--- src/rtl/snoop_mem_responder.sv ---
// rtl/snoop_mem_responder.sv - memory-side responder for the MSI snooping bus
// Serves misses from a snoop flush or the local array, absorbs write-backs in IDLE.
module snoop_mem_responder #(
  parameter int ADDR_W   = 5,
  parameter int DATA_W   = 7,
  parameter int READ_LAT = 2
) (
  input  logic              clock,
  input  logic              reset,
  input  logic [1:0]        bus_op,
  input  logic [ADDR_W-1:0] bus_tag,
  input  logic              snoop_hit,
  input  logic [DATA_W-1:0] snoop_data,
  input  logic              wb_req,
  input  logic [ADDR_W-1:0] wb_tag,
  input  logic [DATA_W-1:0] wb_data,
  output logic              wb_ack,
  output logic              busy,
  output logic              resp_valid,
  output logic [DATA_W-1:0] resp_data,
  output logic              done,
  output logic              flushed
);

  typedef enum logic [2:0] {IDLE, SNOOP, WAIT, RESPOND, RELEASE} state_t;

  localparam int         DEPTH  = 2 ** ADDR_W;
  localparam logic [1:0] OP_INV = 2'b11;
  localparam logic [3:0] LAT_M1 = 4'(READ_LAT - 1);

  state_t              state, next_state;
  logic [1:0]          op_q;
  logic [ADDR_W-1:0]   tag_q;
  logic [3:0]          cnt;
  logic [DATA_W-1:0]   data_q;
  logic                flush_q;
  logic [DATA_W-1:0]   mem [DEPTH];

  always_ff @(posedge clock or negedge reset) begin
    if (!reset) state <= IDLE;
    else        state <= next_state;
  end

  always_comb begin
    next_state = state;
    case (state)
      IDLE:    if (!wb_req && bus_op != 2'b00) next_state = SNOOP;
      SNOOP:   next_state = (op_q == OP_INV || snoop_hit) ? RESPOND : WAIT;
      WAIT:    if (cnt == 4'd0) next_state = RESPOND;
      RESPOND: next_state = RELEASE;
      RELEASE: next_state = IDLE;
      default: next_state = IDLE;
    endcase
  end

  always_comb begin
    wb_ack     = (state == IDLE) && wb_req;
    busy       = (state != IDLE);
    done       = (state == RESPOND);
    resp_valid = (state == RESPOND) && (op_q != OP_INV);
    flushed    = (state == RESPOND) && flush_q;
  end

  // resp_data is a register so it holds between responses
  assign resp_data = data_q;

  always_ff @(posedge clock or negedge reset) begin
    if (!reset) begin
      op_q    <= '0;
      tag_q   <= '0;
      cnt     <= '0;
      data_q  <= '0;
      flush_q <= 1'b0;
      for (int i = 0; i < DEPTH; i++) mem[i] <= '0;
    end else begin
      case (state)
        IDLE: begin
          if (wb_req) begin
            mem[wb_tag] <= wb_data;
          end else if (bus_op != 2'b00) begin
            op_q  <= bus_op;
            tag_q <= bus_tag;
          end
        end
        SNOOP: begin
          if (op_q == OP_INV) begin
            data_q <= '0;
          end else if (snoop_hit) begin
            mem[tag_q] <= snoop_data;
            data_q     <= snoop_data;
            flush_q    <= 1'b1;
          end else begin
            cnt <= LAT_M1;
          end
        end
        WAIT: begin
          if (cnt == 4'd0) data_q <= mem[tag_q];
          else             cnt    <= cnt - 4'd1;
        end
        RELEASE: flush_q <= 1'b0;
        default: ;
      endcase
    end
  end

endmodule

--- config.mk ---
export PLATFORM = sky130hd
export DESIGN_NAME = snoop_mem_responder
export DESIGN_NICKNAME = d
export VERILOG_FILES = /design/src/rtl/snoop_mem_responder.sv
export SDC_FILE = /design/constraint.sdc
export NUM_CORES = 1
export LEC_CHECK = 0
export CAP_MARGIN = 0
export CORE_MARGIN = 5
export CORE_UTILIZATION = 41
export CTS_CLUSTER_DIAMETER = 120
export DETAILED_ROUTE_END_ITERATION = 8
export DONT_BUFFER_PORTS = 1
export PLACE_DENSITY = 0.6
export SYNTH_ARGS = -nofsm -noshare
export SYNTH_HDL_FRONTEND = slang
export SYNTH_SLANG_ARGS = --single-unit
--- constraint.sdc ---
create_clock -name clock -period 3 [get_ports clock]
set_input_delay 0.45 -clock clock [delete_from_list [all_inputs] [get_ports clock]]
set_output_delay 0.45 -clock clock [all_outputs]
set_load 0.02 [all_outputs]
==> results_dict.tcl <==
set metrics [dict create \
    peakVddDrop_uv 636.6 \
    async_reset_ff_share_pct 100.0 \
    hold_violations 246 \
    synth_nets 1278 \
    drt-pass1-iter-count 6 \
    grt_pass1_wl_mm 71.04 \
    criticalPathCategory "reg2reg" \
    gr-total-overflow 0 \
    io_pins 42 \
    initial_utilization_pct 41.67 \
    synth_ff_type "dfrtp_1" \
    drv_cap 0 \
    grt_util_met1_pct 34.08 \
    gp_congestion 0.9194 \
    cp.arrival_ns 3.13 \
    cts_tree "done" \
    cts.repair.resized 0 \
    grt_util_met2_pct 35.27 \
    met3_usage_pct 6.111 \
    path_common_cell "a21oi_4" \
    rsz0062_at_grt "false" \
    root_buffer "clkbuf_16" \
    drt_iter0_drc 1304 \
    fillers 3084 \
    ys_ff_latch 246 \
    period_minus_slack_ns 2.704 \
    antenna_found_initial 1 \
    status "complete, but fails checks" \
    fin_util_pct 46.61 \
    yosys_warnings 0 \
    timing.slew.headroom_pct 15.73 \
    cts_setup_buffers 0 \
    final_antenna_net_count 0 \
    fp-row-count 67 \
    syn_inst 1246 \
    pre_cts_slack_ns 0.3281 \
    cp-start-kind "flop" \
    p_total_uw 11850 \
    dieArea_mm2 0.03796 \
    grt_usage_pct 23.77 \
    fmax_mhz 369.9 \
    cts_sinks 246 \
    grt_max_degree 247 \
    violations "hold timing" \
    cts_buffers 28 \
    hp-class "in2async" \
    cts.path.max_buffers 3 \
    cts_htree_levels 1 \
    finalSetupTns_ns 0 \
    vias 11240 \
    clock_latency_ns 0.55 \
    die_w_um 194.8 \
    slowest_delay_ns 0.97 \
    nets 1274 \
    wl_mm 46.48 \
    hpwl_mm 28.80 \
    synth_edf_count 0 \
    cp_cell_sequence "nor3_1 -> and2_1 -> a21oi_4 -> buf_4 -> a21oi_4 -> mux2_2" \
    busiest_layer "met2" \
    n_antenna_cell 0 \
    ys_types 50 \
    crit_fanout 14 \
    required_ns 3.43 \
    port_buffers 0 \
    layout-drive-gt1-share_pct 32.22 \
    timing.final.crit_share_pct 90.12 \
    crit_path_end_kind "flop" \
    first_global_vias 11260 \
    fin_skew_ns 0.01419 \
    syn2layout_area_growth_pct 11.86 \
    cts.clk_slew.worst_paths_ns 0.06 \
    setup_viol 0 \
    avgSynthCellArea_um2 11.24 \
    layout_commonest_cell "dfrtp_1" \
    coreArea_mm2 0.03362 \
    drt-vias-per-instance 6.570 \
    drc_errors 0 \
    cpMaxStageDelayCell "a21oi_4" \
    finalMaxSlewViolations 0 \
    final_cell_mix "244 x dfrtp_1, 236 x o22ai_1, 231 x mux2_2" \
    wl_per_cell_um 27.17 \
    ys_seq_area_share_pct 43.95 \
    r2r_slack_ns 0.30 \
    timing.hold.ws_ns -0.4104 \
    tightestPinTransition_ns 1.261 \
    fin_ws_ns 0.2965 \
    p_leak_uw 0.006698 \
    synth_area_mm2 0.01401 \
    p_per_area_mw_per_mm2 756.3 \
    die_h_um 194.8 \
]
[per-stage QoR]
step / std cells / area [um^2] / hold slack (ns)
after floorplan: 1246 / 14010 / 0.1544
after global placement: 1660 / 14720 / 0.1616
after detailed placement: 1660 / 14720 / 0.1610
after CTS: 1711 / 15670 / -0.4241
after global routing: 1711 / 15670 / -0.4276
final: 1711 / 15670 / -0.4104
[worst max-delay path, delay by kind of cell, from the launching register on]
| kind | cells | cell delay (ns) |
|---|---|---|
| AOI/OAI and AO/OA | 2 | 1.05 |
| and+or+nand+nor | 2 | 0.39 |
| buffers and inverters | 1 | 0.35 |
| DFF | 1 | 0.48 |
| muxes | 1 | 0.29 |
[synth_stat cells (7+ instances only)]
cell,n,area [um^2]
o22ai_1,236,1476
nand3_1,40,200.2
a21oi_1,22,110.1
dfrtp_1,246,6156
nand2_1,91,341.6
nor2b_1,7,43.79
mux4_2,25,563.0
buf_2,32,160.2
o21ai_2,12,105.1
a21oi_4,20,325.3
mux2_2,231,2601
o21ai_0,15,75.07
mux2i_1,67,670.6
and2_1,7,43.79
a22o_1,10,87.58
nor2_1,46,172.7
clkbuf_1,50,187.7
[routing by layer]
layer | part of all wire, % | vias to the layer above
met1 | 43 | 5691
met4 | 3.9 | 2
met3 | 11 | 118
li1 | - | 4809
met2 | 43 | 621
met5 | 0.024 | -
[worst paths after layout]
check	to	from	depth (start not counted)
max in group asynchronous	tag_q[1]	reset	0
min	mem[31]	reset	0
min reg2reg	mem[80]	mem[80]	1
min in group clock	tag_q[2]	bus_tag[2]	1
max	mem[217]	state[2]	6
max reg2reg	mem[217]	state[2]	6
[state kept, by name, indices dropped and copies added, names as in the netlist]
register and cells:
cnt 4, flush_q 1, mem 224, op_q 2, resp_data 7, state 3, tag_q 5
[logic make-up (layout without fill, tap and decap cells)]
family                   Yosys count  after routing  share of synthesized area [%]
adder cells (fa/ha/maj)            2              2                         0.1786
AND/OR/NAND/NOR                  238            238                          8.361
AO/OA/AOI/OAI                    335            335                          16.72
XOR/XNOR                           2              2                         0.1251
multiplexers                     323            323                          27.38
buffers and inverters            100            117                          3.287
flip-flops                       246            246                          43.95
[area by class of cell]
cell class | instances | area (um^2) | share of cell area, %
Inverter | 5 | 18.77 | 0.1198
Clock inverter | 8 | 71.32 | 0.4552
Timing Repair Buffer | 61 | 570.5 | 3.641
Sequential cell | 246 | 6161 | 39.32
Multi-Input combinational cell | 900 | 7408 | 47.28
Tap cell | 448 | 560.5 | 3.577
Clock buffer | 43 | 878.3 | 5.606
[power breakdown]
| group | internal, uW | leakage [uW] | switching, uW |
|---|---|---|---|
| Sequential | 3560 | 0.00339 | 462 |
| Combinational | 1470 | 0.00283 | 2850 |
| Clock | 2090 | 0.000472 | 1420 |
Note: power is estimated with default switching activity, not from simulation.
